<file path="src/rtl/lsu_mem_ctrl_pkg.sv">
`default_nettype none
// ============================================================================
// Module   : lsu_mem_ctrl_pkg
// Brief    : Shared types, funct3 constants and size/alignment helpers for
//            the load/store memory controller.
// Revision : 1.0 - initial release
// ============================================================================
package lsu_mem_ctrl_pkg;

   // RISC-V load/store funct3 encodings used by the controller
   localparam logic [2:0] FUNCT3_LB  = 3'b000;
   localparam logic [2:0] FUNCT3_LH  = 3'b001;
   localparam logic [2:0] FUNCT3_LW  = 3'b010;
   localparam logic [2:0] FUNCT3_LBU = 3'b100;
   localparam logic [2:0] FUNCT3_LHU = 3'b101;
   localparam logic [2:0] FUNCT3_SB  = 3'b000;

   typedef enum logic [1:0] {
      LSU_IDLE   = 2'd0,
      LSU_ACCESS = 2'd1,
      LSU_SPLIT  = 2'd2,
      LSU_RESP   = 2'd3
   } lsu_state_t;

   typedef enum logic [1:0] {
      SIZE_BYTE = 2'd0,
      SIZE_HALF = 2'd1,
      SIZE_WORD = 2'd2
   } lsu_size_t;

   // Reserved encodings fall back to word, as the memory does
   function automatic lsu_size_t funct3_to_size(input logic [2:0] f3);
      lsu_size_t sz;
      case (f3)
         FUNCT3_LB, FUNCT3_LBU: sz = SIZE_BYTE;
         FUNCT3_LH, FUNCT3_LHU: sz = SIZE_HALF;
         FUNCT3_LW:             sz = SIZE_WORD;
         default:               sz = SIZE_WORD;
      endcase
      return sz;
   endfunction

   function automatic logic is_aligned(input lsu_size_t sz, input logic [1:0] a);
      logic ok;
      case (sz)
         SIZE_BYTE: ok = 1'b1;
         SIZE_HALF: ok = (a[0] == 1'b0);
         default:   ok = (a == 2'b00);
      endcase
      return ok;
   endfunction

   // Index of the final byte op of a split access (half: 2 ops, word: 4 ops)
   function automatic logic [1:0] split_last_idx(input lsu_size_t sz);
      return (sz == SIZE_HALF) ? 2'd1 : 2'd3;
   endfunction

endpackage
`default_nettype wire

</file>
<file path="src/rtl/lsu_load_extend.sv">
`default_nettype none
// ============================================================================
// Module   : lsu_load_extend
// Brief    : Combinational sign/zero extension of an assembled load value
//            according to the load funct3.
// Revision : 1.0 - initial release
// ============================================================================
module lsu_load_extend
   import lsu_mem_ctrl_pkg::*;
(
   input  logic [31:0] bytes_i,
   input  logic [2:0]  funct3_i,
   output logic [31:0] data_o
);

   // Select extension from funct3; only LB/LH sign-extend
   always_comb begin
      data_o = bytes_i;
      case (funct3_i)
         FUNCT3_LB:  data_o = {{24{bytes_i[7]}}, bytes_i[7:0]};
         FUNCT3_LH:  data_o = {{16{bytes_i[15]}}, bytes_i[15:0]};
         FUNCT3_LBU: data_o = {24'h0, bytes_i[7:0]};
         FUNCT3_LHU: data_o = {16'h0, bytes_i[15:0]};
         default:    data_o = bytes_i;
      endcase
   end

endmodule
`default_nettype wire

</file>
<file path="src/rtl/lsu_mem_ctrl.sv">
`default_nettype none
// ============================================================================
// Module   : lsu_mem_ctrl
// Brief    : Load/store initiator between execute stage and a byte-addressed
//            data memory. Aligned accesses take one memory cycle; misaligned
//            half/word accesses are split into byte ops (or rejected).
// Revision : 1.0 - initial release
// ============================================================================
module lsu_mem_ctrl
   import lsu_mem_ctrl_pkg::*;
#(
   parameter int AWIDTH           = 32,
   parameter int DWIDTH           = 32,
   parameter int SPLIT_MISALIGNED = 1
) (
   input  logic              clk,
   input  logic              rst,
   input  logic              req_valid_i,
   output logic              req_ready_o,
   input  logic [AWIDTH-1:0] req_addr_i,
   input  logic [DWIDTH-1:0] req_wdata_i,
   input  logic              req_we_i,
   input  logic [2:0]        req_funct3_i,
   output logic              rsp_valid_o,
   output logic [DWIDTH-1:0] rsp_rdata_o,
   output logic              rsp_misaligned_o,
   output logic              rsp_err_o,
   output logic [AWIDTH-1:0] mem_addr_o,
   output logic [DWIDTH-1:0] mem_data_o,
   output logic              mem_read_en_o,
   output logic              mem_write_en_o,
   output logic [2:0]        mem_funct3_o,
   input  logic [DWIDTH-1:0] mem_data_i
);

   lsu_state_t        state_q, state_d;
   logic [AWIDTH-1:0] addr_q;
   logic [DWIDTH-1:0] wdata_q;
   logic              we_q;
   logic [2:0]        funct3_q;
   logic [1:0]        idx_q;
   logic [DWIDTH-1:0] rdata_q;   // aligned: extended result; split: assembled bytes
   logic              split_q;
   logic              err_q;

   logic              req_aligned;
   logic [1:0]        last_idx;
   logic [DWIDTH-1:0] split_ext;

   assign req_aligned = is_aligned(funct3_to_size(req_funct3_i), req_addr_i[1:0]);
   assign last_idx    = split_last_idx(funct3_to_size(funct3_q));

   lsu_load_extend u_extend (
      .bytes_i  (rdata_q),
      .funct3_i (funct3_q),
      .data_o   (split_ext)
   );

   // State register
   always_ff @(posedge clk or posedge rst) begin
      if (rst) state_q <= LSU_IDLE;
      else     state_q <= state_d;
   end

   // Next-state and combinational decode of the request/response/memory ports
   always_comb begin
      state_d          = state_q;
      req_ready_o      = 1'b0;
      rsp_valid_o      = 1'b0;
      rsp_rdata_o      = '0;
      rsp_misaligned_o = 1'b0;
      rsp_err_o        = 1'b0;
      mem_addr_o       = '0;
      mem_data_o       = '0;
      mem_read_en_o    = 1'b0;
      mem_write_en_o   = 1'b0;
      mem_funct3_o     = 3'b000;
      case (state_q)
         LSU_IDLE: begin
            req_ready_o = 1'b1;
            if (req_valid_i) begin
               if (req_aligned)                state_d = LSU_ACCESS;
               else if (SPLIT_MISALIGNED != 0) state_d = LSU_SPLIT;
               else                            state_d = LSU_RESP;
            end
         end
         LSU_ACCESS: begin
            mem_addr_o     = addr_q;
            mem_funct3_o   = funct3_q;
            mem_data_o     = wdata_q;
            mem_read_en_o  = !we_q;
            mem_write_en_o = we_q;
            state_d        = LSU_RESP;
         end
         LSU_SPLIT: begin
            mem_addr_o     = addr_q + AWIDTH'(idx_q);
            mem_funct3_o   = we_q ? FUNCT3_SB : FUNCT3_LBU;
            mem_data_o     = {{(DWIDTH-8){1'b0}}, wdata_q[{idx_q, 3'b000} +: 8]};
            mem_read_en_o  = !we_q;
            mem_write_en_o = we_q;
            if (idx_q == last_idx) state_d = LSU_RESP;
         end
         LSU_RESP: begin
            rsp_valid_o      = 1'b1;
            rsp_misaligned_o = split_q;
            rsp_err_o        = err_q;
            if (!we_q && !err_q) rsp_rdata_o = split_q ? split_ext : rdata_q;
            state_d          = LSU_IDLE;
         end
         default: state_d = LSU_IDLE;
      endcase
   end

   // Capture request, collect load data, step the split byte index
   always_ff @(posedge clk or posedge rst) begin
      if (rst) begin
         addr_q   <= '0;
         wdata_q  <= '0;
         we_q     <= 1'b0;
         funct3_q <= 3'b000;
         idx_q    <= 2'd0;
         rdata_q  <= '0;
         split_q  <= 1'b0;
         err_q    <= 1'b0;
      end else begin
         case (state_q)
            LSU_IDLE: begin
               if (req_valid_i) begin
                  addr_q   <= req_addr_i;
                  wdata_q  <= req_wdata_i;
                  we_q     <= req_we_i;
                  funct3_q <= req_funct3_i;
                  idx_q    <= 2'd0;
                  rdata_q  <= '0;
                  split_q  <= !req_aligned && (SPLIT_MISALIGNED != 0);
                  err_q    <= !req_aligned && (SPLIT_MISALIGNED == 0);
               end
            end
            LSU_ACCESS: begin
               if (!we_q) rdata_q <= mem_data_i;
            end
            LSU_SPLIT: begin
               if (!we_q) rdata_q[{idx_q, 3'b000} +: 8] <= mem_data_i[7:0];
               idx_q <= idx_q + 2'd1;
            end
            default: ;
         endcase
      end
   end

endmodule
`default_nettype wire

</file>
<file path="config.mk">
export PLATFORM = sky130hd
export DESIGN_NAME = lsu_mem_ctrl
export DESIGN_NICKNAME = d
export VERILOG_FILES = /design/src/rtl/lsu_mem_ctrl_pkg.sv /design/src/rtl/lsu_load_extend.sv /design/src/rtl/lsu_mem_ctrl.sv
export SDC_FILE = /design/constraint.sdc
export NUM_CORES = 1
export LEC_CHECK = 0
export ABC_AREA = 0
export CAP_MARGIN = 5
export CORE_UTILIZATION = 43
export DETAILED_ROUTE_END_ITERATION = 6
export PLACE_DENSITY = 0.81
export SKIP_CTS_REPAIR_TIMING = 1
export SLEW_MARGIN = 20
export SYNTH_ARGS = -nofsm -noshare
export SYNTH_HDL_FRONTEND = slang
export SYNTH_SLANG_ARGS = --single-unit
export TNS_END_PERCENT = 50
</file>
<file path="constraint.sdc">
create_clock -name clk -period 3.9 [get_ports clk]
set_input_delay 1.17 -clock clk [delete_from_list [all_inputs] [get_ports clk]]
set_output_delay 1.17 -clock clk [all_outputs]
set_load 0.01 [all_outputs]
</file>
### Word-level counts from Yosys, hierarchy flattened

Index checks and enable logic that the tools add are counted.

* register bits: 105
* bits of input ports: 103
* output and inout port bits: 105
* logic and storage cells: 77

* $add $sub $neg: 3
* equality and inequality tests: 16
* shift-type cells: 3
* mux-type cells: 28
* bitwise logic cells: 1
* reduce and logical (&&, ||, !) cells: 18

Operator list (count)
* two-way mux 32 bit: 6
* one-hot mux 32 bit (2 select lines): 2
* one-hot mux 32 bit (4 select lines): 1
* one-hot mux 32 bit (3 select lines): 1
* adder 32 x 2 -> 32 bit: 1
* bitwise mux 32 bit: 1
* variable shift 8 x 7 -> 32 bit, first input constant: 1
* variable part select 32 x 6 -> 8 bit: 1
* variable part select 8 x 7 -> 32 bit: 1
* == test 3 bit, second input constant: 4
* one-hot mux 2 bit (2 select lines): 3
* two-way mux 2 bit: 5
* OR reduction 2 bit: 5
* != test 2 bit, second input constant: 4
* one-hot mux 2 bit (4 select lines): 1
* negation 5 -> 7 bit: 1
* == test 2 x 1 -> 1 bit, second input constant: 3
* == test 3 x 1 -> 1 bit, second input constant: 2
* zero test 2 bit: 3
* zero test 3 bit: 2
* one-hot mux 3 bit (2 select lines): 1
* AND reduction 2 bit: 3
* two-way mux 1 bit: 5
* == test 2 bit, second input constant: 2
* other kinds (9): 10

### Longest topological paths before layout

Gate-level depths: netlist (run 1).

* depth in word-level cells: 8
* mapped depth: 9
* gate-level depth less buffers: 7

### Cells and area by module

From an unflattened synthesis (run 1), not the netlist that was laid out.

* cell total of the unflattened synthesis: 770
* area, all modules: 6984.2 µm²

By module, submodules not included
* lsu_mem_ctrl: instances 1, cells an instance 703, area an instance 6628.9 µm², seq. area each 2627.5 µm²
* lsu_load_extend: instances 1, cells an instance 67, area an instance 355.3 µm², seq. area each 0.0 µm²

### Worst setup path after synthesis (run 1)

OpenSTA, ideal clock, no wires.

* path type: flip-flop to output port
* from: register idx_q[0]
* to: output port mem_addr_o[22]
* data arrival time: 2023 ps
* data required time: 2730 ps
* setup slack: 707 ps
* stages on the path, launching flop included: 8
* path buffers: 0
* cell sequence: dfrtp_1 ha_1 fa_1 nand4_1 nor3_4 nand2_2 or4b_1 nand2_1

* word-level cells in the longest chain between the ends: 2

RTL lines
* start, declared: line lsu_mem_ctrl.sv:41 `logic [1:0] idx_q;`
* start signal, assigned: line lsu_mem_ctrl.sv:144 `idx_q <= idx_q + 2'd1;`
* adder 32 x 2 -> 32 bit: line lsu_mem_ctrl.sv:96 `mem_addr_o = addr_q + AWIDTH'(idx_q);`
* one-hot mux 32 bit (2 select lines): line lsu_mem_ctrl.sv:78 `case (state_q)`
* end, declared: line lsu_mem_ctrl.sv:28 `output logic [AWIDTH-1:0] mem_addr_o,`

Every way passes these cells.

### Worst setup path after layout (run 1)

* from: register addr_q[0]
* to: output port mem_addr_o[16]

* word-level cells in the longest chain between the ends: 2

RTL lines
* start, declared: line lsu_mem_ctrl.sv:37 `logic [AWIDTH-1:0] addr_q;`
* start signal, assigned: line lsu_mem_ctrl.sv:129 `addr_q <= req_addr_i;`
* adder 32 x 2 -> 32 bit: line lsu_mem_ctrl.sv:96
* one-hot mux 32 bit (2 select lines): line lsu_mem_ctrl.sv:78

Every way passes these cells.

==> results of run 1 <==
==> cell usage in the layout (no fill, tap or decap), drive strengths merged, types with 5 or more instances in the layout <==
master         netlist  routed
and2                36      36
nand4               15      15
nand2               86      86
nor2                17      17
nand3               13      13
ha                  13      13
nor3                 5       5
nor2b                6       6
a31oi                9       9
clkdlybuf4s50        0     193
clkbuf              35      10
o21ai               81      81
dlymetal6s2s         0      13
inv                 22      21
dfrtp              105     105
mux4                 8       8
buf                 17      30
a22oi               20      20
a22o                26      26
a21oi               46      46
mux2                69      69
==> state kept, by name, summed over array words and instances, names as in the netlist <==
register,flops
addr_q,32
rdata_q,32
wdata_q,32
funct3_q,3
idx_q,2
state_q,2
split_q,1
we_q,1
==> metal layers <==
metal | GRT usage, % | routed length [µm]
met2 | 40.4 | 9530
met1 | 33.2 | 8130
met3 | 6.57 | 1970
met4 | 9.43 | 485
met5 | 0 | 0
==> cells in the mapped netlist (13+ instances only) <==
cell type	count	area share [%]
dfrtp_1	105	41
nand2_1	85	4.9
o21ai_0	81	6.3
mux2_2	69	12
a21oi_1	46	3.6
and2_1	36	3.5
clkbuf_1	35	2.0
a22o_1	26	3.5
inv_1	22	1.3
a22oi_1	20	2.3
nor2_1	16	0.93
ha_1	13	2.5
nand4_1	13	1.3
==> kinds of logic (layout without fill, tap and decap cells) <==
kind of cell / Yosys count / in the layout
multiplexers: 80 / 80
adder cells (fa/ha/maj): 14 / 14
buffers and inverters: 75 / 274
other: 1 / 1
AO/OA/AOI/OAI: 206 / 206
XOR/XNOR: 1 / 1
AND/OR/NAND/NOR: 205 / 205
flip-flops: 105 / 105
==> worst paths after layout <==
path	from	endpoint	slack, ns	cells after the start
worst max register to register	idx_q[1]	rdata_q[19]	1.26	8
worst min-delay path	rdata_q[8]	rdata_q[8]	0.50	2
min in group asynchronous	rst	wdata_q[15]	1.32	3
worst max-delay path	addr_q[0]	mem_addr_o[16]	-0.14	8
worst min register to register	rdata_q[8]	rdata_q[8]	0.50	2
max in group asynchronous	rst	addr_q[1]	2.07	3
==> worst max-delay path, stage by stage (launching register included) <==
cell and delay, ns:
dfrtp_1 0.37, ha_2 0.21, fa_2 0.24, nand4_1 0.20
nor3_4 0.33, buf_4 0.20, nand4_1 0.17, o31ai_2 0.22
clkdlybuf4s50_1 0.58
==> through the flow <==
stage | power [mW] | util, % | setup slack, ns
final | 7.20 | 63.1 | -0.141
after global routing | 7.69 | 63.1 | -0.299
after CTS | 7.11 | 62.1 | -0.212
after detailed placement | 6.17 | 60.1 | 0.183
after global placement | 6.07 | 60.1 | 0.264
after floorplan | 4.47 | - | 0.707
==> cell type report <==
type / instances / area share, %
inverters: 23 / 0.978
clock inverters: 5 / 0.625
multi-input cells: 507 / 39.4
repair buffers: 236 / 25.5
clock buffers: 10 / 2.49
flip-flops and latches: 105 / 28.5
well taps: 184 / 2.50
==> power by group through the flow <==
stage	logic [mW]	registers, mW	clock network (mW)
after global placement	3.90	2.18	0
after detailed placement	3.96	2.21	0
after CTS	3.99	2.19	0.928
after global routing	4.42	2.30	0.971
after floorplan	2.47	2.00	0
final	4.06	2.22	0.912
==> results.sh, run 1 <==
export IMPL_rsz0062_at_grt="yes"
export IMPL_p_comb_share_pct=56.5
export IMPL_routed_via_density=5.88
export IMPL_ant_nets=0
export IMPL_period_minus_slack_ns=4.04
export IMPL_port_buffers=206
export IMPL_slew_headroom_pct=29.0
export IMPL_die_x_um=125
export IMPL_cts_sinks=105
export IMPL_finalInstanceArea_mm2=0.00921
export IMPL_routedWlPerCell_um=18.8
export IMPL_nNetsFinal=999
export IMPL_fin_crit_sh_pct=104
export IMPL_numCtsBuffers=9
export IMPL_grt_max_degree=106
export IMPL_crit_arrival_ns=2.87
export IMPL_hold_class="flop to flop"
export IMPL_hold_viol_final=0
export IMPL_routed_wirelength_um=20100
export IMPL_synth_distinct_cells=60
export IMPL_muxShareOfSynthArea_pct=15.2
export IMPL_gp_congestion=0.865
export IMPL_clk_root_buffer_cell="clkbuf_16"
export IMPL_die_area_mm2=0.0156
export IMPL_p_leak_nw=3.78
export IMPL_ys_flop_type="dfrtp_1"
export IMPL_p_switching_mw=3.03
export IMPL_grt_pass1_vias=6028
export IMPL_pwr_share_seq_pct=30.9
export IMPL_power_density_mw_per_mm2=781
export IMPL_synth_compound_area_share_pct=19.6
export IMPL_fmax_ghz=0.247
export IMPL_final_setup_worst_slack_ns=-0.141
export IMPL_path_clk_slew_ns=0.07
export IMPL_postPlaceCellArea_mm2=0.00877
export IMPL_grtUsageTotal_pct=25.4
export IMPL_crit_path_max_fanout=6
export IMPL_switching_share_pct=42.1
export IMPL_synth_simple_gate_area_share_pct=17.0
export IMPL_failed_checks="setup timing"
export IMPL_die_h_um=125
export IMPL_syn_nets=804
export IMPL_antenna_found_initial=0
export IMPL_insertion_delay_ns=0.36
export IMPL_synthArstFlopShare_pct=100
export IMPL_drt_pass1_iter_count=5
export IMPL_synthAdderAreaFrac_pct=2.82
export IMPL_dp_hpwl_um=13700
export IMPL_h_tree_depth=3
export IMPL_synth_seq_cells=105
export IMPL_drt_initial_drc_count=470
export IMPL_route_detailed_drc=0
export IMPL_multiInputGateArea_mm2=0.00363
export IMPL_netlist_instances=687
export IMPL_cts_buffer_depth=2
export IMPL_drv_slew=0
export IMPL_synth_edf_count=0
export IMPL_syn_area_mm2=0.00648
export IMPL_vdd_drop_max_mv=0.507
export IMPL_power_report_internal_total_mw=4.17
export IMPL_core_area_mm2=0.0146
export IMPL_grt_overflow_total=0
export IMPL_regArea_mm2=0.00263
export IMPL_finClkSkew_ns=0.0119
export IMPL_crit_path_end_kind="output port"
export IMPL_dp_cells=1048
export IMPL_yosys_area_share_xor_xnor_pct=0.135
export IMPL_ios=208
export IMPL_tightest_slew_ns=1.06
export IMPL_maxCapViolCount=0
export IMPL_final_cells=1070
export IMPL_initial_core_util_pct=44.4
export IMPL_critPathLaunchType="flop"
export IMPL_syn_area_per_cell_um2=9.43
export IMPL_num_rows=44
export IMPL_grt_pass1_wl_um=31500
export IMPL_fillers=1198
export IMPL_finalSetupViolations=1
export IMPL_holdWs_ns=0.500
export IMPL_synth_top_family_by_area="compound AO/OA/AOI/OAI gates"
export IMPL_path_class="flop to output port"
export IMPL_fin_tns_setup_ns=-0.141
export IMPL_vias=6290
export IMPL_cp_data_required_time_ns=2.73
export IMPL_area_growth_pct=42.3
export IMPL_drive_gt1_share_pct=17.2
export IMPL_pwr_share_clk_pct=12.7
export IMPL_cts_tree="built"
export IMPL_synth_warnings=0
export IMPL_ys_seq_area_share_pct=40.6
export IMPL_status="finished with violations"
export IMPL_num_antenna_cells=0
Power figures use the tool's default switching activity.
==> run 2: changes to the inputs <==
Settings changed: CORE_MARGIN set to 5.
==> run 2 against run 1 <==
  * Via count decreased by 2.2%
  * Die area grew 13%
  * Count of clock-buffer cells in the layout rose by 2
  * Core utilization is 0.41 points higher
  * Sequential power is essentially flat
  * Global-route usage is 2.8 points lower
  * Power is 1.4% higher
  * Cell count increased by 0.47%
  * Clock skew fell by 0.0077 ns
  * Fmax up 3.7%
  * The flow now finishes without violations
  * Combinational power about the same
  * Flip-flop and latch count stayed put
==> results.sh, run 2 (same netlist as run 1, synthesis figures left out) <==
export IMPL_cp_data_required_time_ns=2.73
export IMPL_power_density_mw_per_mm2=784
export IMPL_grt_overflow_total=0
export IMPL_cts_tree="built"
export IMPL_vdd_drop_max_mv=0.423
export IMPL_finClkSkew_ns=0.00428
export IMPL_die_x_um=133
export IMPL_finalPower_mw=7.30
export IMPL_ant_nets=0
export IMPL_grt_pass1_wl_um=32400
export IMPL_initial_core_util_pct=44.2
export IMPL_holdWs_ns=0.499
export IMPL_fin_crit_sh_pct=99.9
export IMPL_drv_slew=0
export IMPL_routed_via_density=5.72
export IMPL_grtUsageTotal_pct=22.6
export IMPL_nNetsFinal=1002
export IMPL_dp_cells=1048
export IMPL_slew_headroom_pct=37.9
export IMPL_port_buffers=206
export IMPL_layout_common_cells="186 x clkdlybuf4s50_1, 103 x dfrtp_1, 84 x nand2_1"
export IMPL_numCtsBuffers=9
export IMPL_fillers=1193
export IMPL_maxCapViolCount=0
export IMPL_hold_viol_final=0
export IMPL_clk_root_buffer_cell="clkbuf_16"
export IMPL_final_cells=1075
export IMPL_crit_path_end_kind="output port"
export IMPL_drt_pass1_iter_count=5
export IMPL_fmax_ghz=0.257
export IMPL_cts_buffer_depth=2
export IMPL_holdPathStages=2
export IMPL_ios=208
export IMPL_final_common_cell="clkdlybuf4s50_1"
export IMPL_period_minus_slack_ns=3.90
export IMPL_hold_end="rdata_q[10]"
export IMPL_tightest_slew_ns=0.924
export IMPL_timing_rr_start="state_q[1]"
export IMPL_insertion_delay_ns=0.35
export IMPL_grt_pass1_vias=6141
export IMPL_dp_hpwl_um=14600
export IMPL_gp_congestion=0.887
export IMPL_drive_gt1_share_pct=17.0
export IMPL_critPathLaunchType="flop"
export IMPL_hold_class="flop to flop"
export IMPL_rrSetupSlack_ns=1.31
export IMPL_finalInstanceArea_mm2=0.00931
export IMPL_top_regs="addr_q: 32 flops, rdata_q: 32 flops, wdata_q: 32 flops"
export IMPL_final_util_pct=63.6
export IMPL_finalSetupViolations=0
export IMPL_route_detailed_drc=0
export IMPL_crit_path_max_fanout=5
export IMPL_final_setup_worst_slack_ns=0.00362
export IMPL_status="completed"
export IMPL_fin_tns_setup_ns=0
export IMPL_hp_start="rdata_q[10]"
export IMPL_r2r_end="rdata_q[4]"
export IMPL_die_area_mm2=0.0176
export IMPL_core_area_mm2=0.0146
export IMPL_num_rows=44
export IMPL_cts_sinks=105
export IMPL_antenna_found_initial=0
export IMPL_ff2ff_path_depth=8
export IMPL_routed_wirelength_um=20500
export IMPL_routedWlPerCell_um=19.1
export IMPL_p_leak_nw=3.95
export IMPL_h_tree_depth=3
export IMPL_grt_max_degree=71
export IMPL_path_clk_slew_ns=0.07
export IMPL_drt_initial_drc_count=563
export IMPL_die_h_um=133
export IMPL_vias=6151
export IMPL_crit_arrival_ns=2.73
export IMPL_area_growth_pct=43.7
export IMPL_rsz0062_at_grt="yes"
export IMPL_dp_worst_setup_slack_ns=0.143
export IMPL_postPlaceCellArea_mm2=0.00879
export IMPL_path_class="flop to output port"
[run 2: changes by cell type in the layout (fill, tap and decap cells not counted), sizes merged]
cell           delta
buf               +3
diode             +1
dlymetal6s2s      +7
bufinv            +1
clkinv            -1
clkbuf            +2
inv               -1
clkdlybuf4s50     -7
[run 2: worst max-delay path by stage]
stage	start	slack, ns	to	cells after the start
3_5_place_dp	state_q[0]	0.14	mem_addr_o[28]	8
5_1_grt	state_q[0]	-0.1	mem_addr_o[25]	8
6_report	addr_q[0]	0.004	mem_addr_o[14]	8
4_1_cts	state_q[0]	-0.26	mem_addr_o[28]	8
2_1_floorplan	idx_q[0]	0.71	mem_addr_o[22]	7
3_3_place_gp	state_q[0]	0.22	mem_addr_o[27]	8
[run 2: final cells by class]
class / count / area (µm²) / share of cell area [%]
antenna: 1 / 2.50 / 0.0269
timing repair buffer: 239 / 2400 / 25.8
tap: 184 / 230 / 2.47
clock buffer: 12 / 256 / 2.76
clock inverter: 4 / 75.1 / 0.807
multi-input combinational: 507 / 3610 / 38.8
sequential: 105 / 2630 / 28.3
inverter: 23 / 93.8 / 1.01
[run 2: report_power, final]
| part | leakage (nW) | switching, mW | internal [mW] |
|---|---|---|---|
| Clock | 0.155 | 0.421 | 0.599 |
| Sequential | 1.30 | 0.590 | 1.64 |
| Combinational | 2.49 | 2.02 | 2.03 |
| Total | 3.95 | 3.03 | 4.27 |
[run 2: per-layer routing]
metal | track usage, % | part of all wire [%] | up-vias
met5 | 0 | 0 | -
met1 | 29.1 | 42 | 2936
met3 | 7.52 | 9.5 | 36
li1 | - | - | 2889
met2 | 36.0 | 46 | 290
met4 | 7.68 | 2.5 | 0
[run 2: critical path, stage by stage, from the launching register on]
cell and delay (ns):
dfrtp_1 0.38, ha_2 0.22, fa_2 0.24, nand4_1 0.20, nor3_4 0.35, nand3_1 0.18
a21oi_1 0.23, mux2i_1 0.10, clkdlybuf4s50_1 0.48
